## config.mk

```make
export PLATFORM = sky130hd
export DESIGN_NAME = wbuart_rxchan
export DESIGN_NICKNAME = d
export VERILOG_FILES = /design/src/rtl/wbuart_pkg.sv /design/src/rtl/wbuart_sync_fifo.sv /design/src/rtl/wbuart_rxchan.sv
export SDC_FILE = /design/constraint.sdc
export NUM_CORES = 1
export LEC_CHECK = 0
export ABC_CLOCK_PERIOD_IN_PS = 3400
export BUFFER_PORTS_ARGS = -buffer_cell sky130_fd_sc_hd__buf_4
export CAP_MARGIN = 20
export CORE_MARGIN = 4
export CORE_UTILIZATION = 39
export DETAILED_ROUTE_END_ITERATION = 6
export GPL_ROUTABILITY_DRIVEN = 0
export SETUP_SLACK_MARGIN = 0.5
export SYNTH_ARGS = -nofsm -noshare
export SYNTH_HDL_FRONTEND = slang
export SYNTH_SLANG_ARGS = --single-unit
export TNS_END_PERCENT = 50
```

## constraint.sdc

```tcl
create_clock -name i_clk -period 3.4 [get_ports i_clk]
set_input_delay 0.34 -clock i_clk [delete_from_list [all_inputs] [get_ports i_clk]]
set_output_delay 0.34 -clock i_clk [all_outputs]
set_load 0.005 [all_outputs]
```

## src/rtl/wbuart_pkg.sv

```systemverilog
`default_nettype none
//==============================================================================
// Module : wbuart_pkg
// Desc   : Shared types and constants for the wbuart family.
// Rev    : 1.0  initial release
//==============================================================================
package wbuart_pkg;

    typedef enum logic [2:0] {
        RX_IDLE   = 3'd0,
        RX_START  = 3'd1,
        RX_DATA   = 3'd2,
        RX_PARITY = 3'd3,
        RX_STOP   = 3'd4,
        RX_BREAK  = 3'd5
    } rx_state_t;

    // Bit positions of the sticky error flags, shared with the status word
    localparam int c_ERR_OVR = 0;
    localparam int c_ERR_PAR = 1;
    localparam int c_ERR_FRM = 2;

endpackage
`default_nettype wire

```

## src/rtl/wbuart_sync_fifo.sv

```systemverilog
`default_nettype none
//==============================================================================
// Module : wbuart_sync_fifo
// Desc   : Single-clock first-word-fall-through FIFO with occupancy outputs.
// Rev    : 1.0  initial release
//==============================================================================
module wbuart_sync_fifo #(
    parameter int WIDTH  = 8,
    parameter int LGFIFO = 4
) (
    input  logic              i_clk,
    input  logic              i_reset_n,
    input  logic              i_wr,
    input  logic [WIDTH-1:0]  i_data,
    input  logic              i_rd,
    output logic [WIDTH-1:0]  o_data,
    output logic              o_empty,
    output logic              o_full,
    output logic [LGFIFO:0]   o_fill,
    output logic [LGFIFO:0]   o_fill_nxt
);
    localparam int             c_DEPTH = 1 << LGFIFO;
    localparam int             c_FW    = LGFIFO + 1;
    localparam logic [LGFIFO:0] c_FULL = c_FW'(c_DEPTH);

    logic [WIDTH-1:0]  r_mem [c_DEPTH];
    logic [LGFIFO-1:0] r_wptr;
    logic [LGFIFO-1:0] r_rptr;
    logic [LGFIFO:0]   r_fill;
    logic              w_rd_ok;
    logic              w_wr_ok;

    assign o_empty    = (r_fill == '0);
    assign o_full     = (r_fill == c_FULL);
    // A pop frees the slot in the same edge, so a full FIFO still accepts
    assign w_rd_ok    = i_rd & ~o_empty;
    assign w_wr_ok    = i_wr & (~o_full | w_rd_ok);
    assign o_fill_nxt = r_fill + c_FW'(w_wr_ok) - c_FW'(w_rd_ok);
    assign o_fill     = r_fill;
    assign o_data     = r_mem[r_rptr];

    always_ff @(posedge i_clk) begin
        if (w_wr_ok) begin
            r_mem[r_wptr] <= i_data;
        end
    end

    always_ff @(posedge i_clk or negedge i_reset_n) begin
        if (!i_reset_n) begin
            r_wptr <= '0;
            r_rptr <= '0;
            r_fill <= '0;
        end else begin
            if (w_wr_ok) r_wptr <= r_wptr + 1'b1;
            if (w_rd_ok) r_rptr <= r_rptr + 1'b1;
            r_fill <= o_fill_nxt;
        end
    end

endmodule
`default_nettype wire

```

## src/rtl/wbuart_rxchan.sv

```systemverilog
`default_nettype none
//==============================================================================
// Module : wbuart_rxchan
// Desc   : Oversampled UART receiver with configurable frame format, FWFT
//          RX FIFO, sticky error flags and RTS flow control.
// Rev    : 1.0  initial release
//==============================================================================
module wbuart_rxchan
    import wbuart_pkg::*;
#(
    parameter int CLOCKS_PER_BAUD = 25,
    parameter int DATA_BITS       = 8,
    parameter int PARITY_EN       = 0,
    parameter int PARITY_ODD      = 0,
    parameter int LGFIFO          = 4,
    parameter int RTS_MARGIN      = 2
) (
    input  logic              i_clk,
    input  logic              i_reset_n,
    input  logic              i_uart_rx,
    output logic [7:0]        o_data,
    output logic              o_valid,
    input  logic              i_ready,
    output logic [LGFIFO:0]   o_fill,
    output logic              o_overrun,
    output logic              o_parity_err,
    output logic              o_frame_err,
    input  logic              i_clear_err,
    output logic              o_rts_n
);
    localparam int              c_CW       = $clog2(CLOCKS_PER_BAUD + 1);
    localparam int              c_FW       = LGFIFO + 1;
    localparam logic [c_CW-1:0] c_CNT_FULL = c_CW'(CLOCKS_PER_BAUD);
    localparam logic [c_CW-1:0] c_CNT_HALF = c_CW'(CLOCKS_PER_BAUD / 2);
    localparam logic [c_CW-1:0] c_CNT_ONE  = c_CW'(1);
    localparam logic [3:0]      c_LAST_BIT = 4'(DATA_BITS - 1);
    localparam logic [LGFIFO:0] c_RTS_LVL  = c_FW'((1 << LGFIFO) - RTS_MARGIN);

    rx_state_t              r_state, w_state_nxt;
    logic [1:0]             r_sync;
    logic [c_CW-1:0]        r_cnt;
    logic [3:0]             r_bitcnt;
    logic [DATA_BITS-1:0]   r_shift;
    logic                   r_par_bad;
    logic [2:0]             r_err;
    logic                   r_rts_n;

    logic                   w_rx_s;
    logic                   w_expire;
    logic                   w_load_half, w_load_full, w_shift, w_par_smp;
    logic                   w_push, w_par_set, w_frm_set, w_ovf;
    logic                   w_pop;
    logic [2:0]             w_err_set;
    logic                   w_empty, w_full;
    logic [DATA_BITS-1:0]   w_head;
    logic [LGFIFO:0]        w_fill_nxt;

    assign w_rx_s   = r_sync[1];
    assign w_expire = (r_cnt == c_CNT_ONE);

    always_ff @(posedge i_clk or negedge i_reset_n) begin
        if (!i_reset_n) begin
            r_sync <= 2'b11;
        end else begin
            r_sync <= {r_sync[0], i_uart_rx};
        end
    end

    always_ff @(posedge i_clk or negedge i_reset_n) begin
        if (!i_reset_n) begin
            r_state <= RX_IDLE;
        end else begin
            r_state <= w_state_nxt;
        end
    end

    always_comb begin
        w_state_nxt = r_state;
        w_load_half = 1'b0;
        w_load_full = 1'b0;
        w_shift     = 1'b0;
        w_par_smp   = 1'b0;
        w_push      = 1'b0;
        w_par_set   = 1'b0;
        w_frm_set   = 1'b0;
        case (r_state)
            RX_IDLE: begin
                if (!w_rx_s) begin
                    w_load_half = 1'b1;
                    w_state_nxt = RX_START;
                end
            end
            RX_START: begin
                if (w_expire) begin
                    if (w_rx_s) begin
                        w_state_nxt = RX_IDLE;
                    end else begin
                        w_load_full = 1'b1;
                        w_state_nxt = RX_DATA;
                    end
                end
            end
            RX_DATA: begin
                if (w_expire) begin
                    w_shift     = 1'b1;
                    w_load_full = 1'b1;
                    if (r_bitcnt == c_LAST_BIT) begin
                        w_state_nxt = (PARITY_EN != 0) ? RX_PARITY : RX_STOP;
                    end
                end
            end
            RX_PARITY: begin
                if (w_expire) begin
                    w_par_smp   = 1'b1;
                    w_load_full = 1'b1;
                    w_state_nxt = RX_STOP;
                end
            end
            RX_STOP: begin
                if (w_expire) begin
                    if (w_rx_s) begin
                        w_push      = ~r_par_bad;
                        w_par_set   = r_par_bad;
                        w_state_nxt = RX_IDLE;
                    end else begin
                        w_frm_set   = 1'b1;
                        w_state_nxt = RX_BREAK;
                    end
                end
            end
            RX_BREAK: begin
                if (w_rx_s) w_state_nxt = RX_IDLE;
            end
            default: w_state_nxt = RX_IDLE;
        endcase
    end

    always_ff @(posedge i_clk or negedge i_reset_n) begin
        if (!i_reset_n) begin
            r_cnt     <= '0;
            r_bitcnt  <= '0;
            r_shift   <= '0;
            r_par_bad <= 1'b0;
        end else begin
            if (w_load_half)      r_cnt <= c_CNT_HALF;
            else if (w_load_full) r_cnt <= c_CNT_FULL;
            else if (r_cnt != '0) r_cnt <= r_cnt - 1'b1;

            if (w_load_half) begin
                r_bitcnt  <= '0;
                r_par_bad <= 1'b0;
            end
            if (w_shift) begin
                r_bitcnt <= r_bitcnt + 1'b1;
                r_shift  <= {w_rx_s, r_shift[DATA_BITS-1:1]};
            end
            if (w_par_smp) begin
                r_par_bad <= (w_rx_s != ((^r_shift) ^ (PARITY_ODD != 0)));
            end
        end
    end

    assign w_pop = i_ready & ~w_empty;
    assign w_ovf = w_push & w_full & ~w_pop;

    always_comb begin
        w_err_set            = '0;
        w_err_set[c_ERR_OVR] = w_ovf;
        w_err_set[c_ERR_PAR] = w_par_set;
        w_err_set[c_ERR_FRM] = w_frm_set;
    end

    // Set takes priority over a simultaneous clear
    always_ff @(posedge i_clk or negedge i_reset_n) begin
        if (!i_reset_n) begin
            r_err   <= '0;
            r_rts_n <= 1'b0;
        end else begin
            r_err   <= (i_clear_err ? 3'b000 : r_err) | w_err_set;
            r_rts_n <= (w_fill_nxt >= c_RTS_LVL);
        end
    end

    wbuart_sync_fifo #(
        .WIDTH  (DATA_BITS),
        .LGFIFO (LGFIFO)
    ) u_fifo (
        .i_clk      (i_clk),
        .i_reset_n  (i_reset_n),
        .i_wr       (w_push),
        .i_data     (r_shift),
        .i_rd       (i_ready),
        .o_data     (w_head),
        .o_empty    (w_empty),
        .o_full     (w_full),
        .o_fill     (o_fill),
        .o_fill_nxt (w_fill_nxt)
    );

    assign o_valid      = ~w_empty;
    assign o_data       = o_valid ? 8'(w_head) : 8'h00;
    assign o_overrun    = r_err[c_ERR_OVR];
    assign o_parity_err = r_err[c_ERR_PAR];
    assign o_frame_err  = r_err[c_ERR_FRM];
    assign o_rts_n      = r_rts_n;

endmodule
`default_nettype wire

```

==> qor.csv <==
stage;metric;value;unit
min_path;hold_class;in2reg;
global_routing;grt_pass1_vias;3828;
floorplanning;ios;23;
synthesis;ys_ff_latch;168;
synthesis;yosys-top-cells-area;edfxtp_1 54%, dfrtp_1 13%, mux4_2 10%;
finish;utilization;46.34;%
worst_setup_path;cp-end-kind;register;
synthesis;synth_area;0.007078;sq mm
global_routing;grt_pass1_wl;22.04;mm
sta;final_hold_viol_count;0;
synthesis;netlist-cell-type-count;56;
power_and_ir_drop;total_power;6.073;mW
sta;timing.hold.ws;0.03079;ns
sta;fmax;369.3;MHz
global_routing;antenna_found_initial;0;
run_status;status;completed;
power_and_ir_drop;irDropWorstVdd;0.4763;mV
synthesis;async_flop_share;23.81;%
routing;first_pass_iters;4;
sta;max_slew_margin;33.65;%
finish;nFillCells;1510;
routing;wl_met2;6.581;mm
routing;wl_per_cell;20.64;um
synthesis;avgSynthCellArea;17.39;sq um
synthesis;syn_inst;407;
routing;drtAntennaViolNets;0;
finish;multi_input_area;0.002085;sq mm
synthesis;yosysTopAreaCellShare;54.30;%
clocking;insertion_delay;0.42;ns
global_routing;track_usage;14.63;%
floorplanning;initial_utilization;40.36;%
sta;period_needed;2.708;ns
clocking;htreeDepth;4;
routing;vias;3604;
finish;drive_gt1_share;25.72;%
worst_setup_path;arrival;3.00;ns
sta;final_max_slew_viol_count;0;
routing;top_layer;met4;
floorplanning;die_h;142.7;um
placement;port_buffers;22;
power_and_ir_drop;power_density;747.3;mW/mm^2
synthesis;synth_warnings;0;
finish;final_common_cell;edfxtp_1;
floorplanning;die_width;142.7;um
sta;max_slew.worst_pin.slew;0.9814;ns
worst_setup_path;critPathLaunchType;register;
clocking;cts-root-buf;clkbuf_16;
worst_setup_path;crit_fanout;10;
placement;dp_hpwl;8.887;mm
floorplanning;coreArea;0.01754;sq mm
routing;wl;13.95;mm
clocking;clk_pin_slew;0.06;ns
finish;finalNetCount;460;
finish;final_cells;676;
routing;drtIter0Drc;249;
sta;finClkSkew;0.008184;ns
clocking;clockBufferDepth;2;
routing;drt-vias-per-instance;5.331;
routing;wl_met3;602;um
job;cap_violations;0;
synthesis;yosysSeqAreaShare;68.48;%
floorplanning;dieArea;0.02037;sq mm
global_routing;grt_max_degree;41;
finish;antenna_cells;0;
sta;fin_tns_setup;0;ns
finish;area_growth;14.81;%
sta;setup_violations;0;
sta;period_share;79.63;%
finish;area.sequential;0.004848;sq mm
clocking;clock-sinks;168;
sta;final.setup.worst_slack;0.6924;ns
worst_setup_path;worstPathRequired;3.69;ns
placement;pre_cts_slack;0.4724;ns
clocking;tritoncts;yes;
clocking;cts_buffers;17;
placement;dp_cells;641;
routing;drc;0;
global_routing;globalRouteOverflowTotal;0;
finish;layout_common_cells;128 x edfxtp_1, 37 x dfrtp_1, 32 x mux4_2;
placement;placed_area;0.007510;sq mm
synthesis;syn_nets;428;
synthesis;synth_edf_count;128;
synthesis;ys.flop_type;edfxtp_1;
sta;rsz0062_at_grt;false;
worst_setup_path;crit_type;reg2reg;
finish;finalInstanceArea;0.008127;sq mm
routing;wl_met1;6.605;mm
power_and_ir_drop;leakagePower;2.955;nW
synthesis;yosysTopAreaCell;edfxtp_1;
floorplanning;rows;48;
-- worst max-delay path, stage by stage, from the launching register on --
cell	delay (ns)
dfrtp_1	0.49
or3b_2	0.54
nor4_4	0.24
and2_4	0.18
ha_1	0.16
inv_1	0.06
fa_2	0.35
nand2b_1	0.17
a21oi_2	0.16
o21a_1	0.17
o2bb2ai_1	0.07
-- routing by layer --
| metal | up-vias | GRT usage (%) |
|---|---|---|
| met5 | - | 0 |
| met1 | 1863 | 20.94 |
| met2 | 75 | 22.28 |
| met3 | 13 | 4.019 |
| met4 | 0 | 3.902 |
| li1 | 1653 | - |
-- report_power, final --
part | internal [mW] | total (mW) | leakage, nW | switching (mW)
logic | 0.838 | 1.61 | 1.01 | 0.770
clock network | 1.09 | 1.88 | 0.272 | 0.796
registers | 2.34 | 2.58 | 1.68 | 0.245
total | 4.26 | 6.07 | 2.95 | 1.81
-- cell families (layout without fill, tap and decap cells) --
kind of cell / count (synthesis) / after routing / share of synthesized area [%]
AOI/OAI and AO/OA: 46 / 46 / 4.419
buffers and inverters: 37 / 81 / 2.351
adders and majority gates: 16 / 16 / 2.934
muxes: 46 / 46 / 12.36
xor gates and xnor gates: 19 / 19 / 2.545
DFF: 168 / 168 / 68.48
and+or+nand+nor: 75 / 75 / 6.912
-- worst paths after layout --
path / from / to / slack, ns / cells after the start
hold / removal: i_uart_rx / r_sync[0] / 0.03 / 1
hold reg to reg: r_sync[0] / r_sync[1] / 0.36 / 0
setup / recovery: r_state[0] / o_rts_n / 0.69 / 10
min in group asynchronous: i_reset_n / u_fifo.o_fill[2] / 0.45 / 2
setup reg to reg: r_state[0] / o_rts_n / 0.69 / 10
max in group asynchronous: i_reset_n / u_fifo.r_rptr[0] / 2.57 / 2
-- synthesized netlist by cell type (all sizes together) (2+ instances only) --
master and n:
mux2 11, nor4 2, edfxtp 128, buf 9, nor2 14, mux2i 3
a21o 2, mux4 32, a211oi 2, xnor2 13, clkbuf 10, nor3 3
xor2 5, and3 7, and4 4, a21oi 11, nand2 10, ha 15
o21ai 6, dfstp 2, nand2b 3, and2 3, o21a 2, and4b 4
nand3 5, nor4b 2, a22oi 16, nor3b 2, dfrtp 38, inv 18
nor2b 8
-- cell type report --
class	instances	area share [%]
Multi-Input combinational cell	202	25.65
Inverter	18	0.8314
Timing Repair Buffer	32	3.295
Clock inverter	13	1.817
Tap cell	225	3.464
Sequential cell	168	59.66
Clock buffer	18	5.281
-- what timing repair did --
item / in CTS / in global routing
setup buffers: 2 / 1
hold buffers: 1 / 0
endpoints found under the hold margin: 38 / 0
pin swaps: 1 / 3
endpoints found under the setup margin: 2 / 2
gates resized for setup: 1 / 3
-- sequential cells by signal, indices dropped and copies added (netlist names) --
| register | count |
|---|---|
| r_shift | 8 |
| r_cnt | 5 |
| o_rts_n | 1 |
| u_fifo.o_fill | 5 |
| u_fifo.r_wptr | 4 |
| r_par_bad | 1 |
| r_state | 3 |
| r_err | 3 |
| r_sync | 2 |
| u_fifo.r_mem | 128 |
| r_bitcnt | 4 |
| u_fifo.r_rptr | 4 |
(Power assumes the default switching activity.)
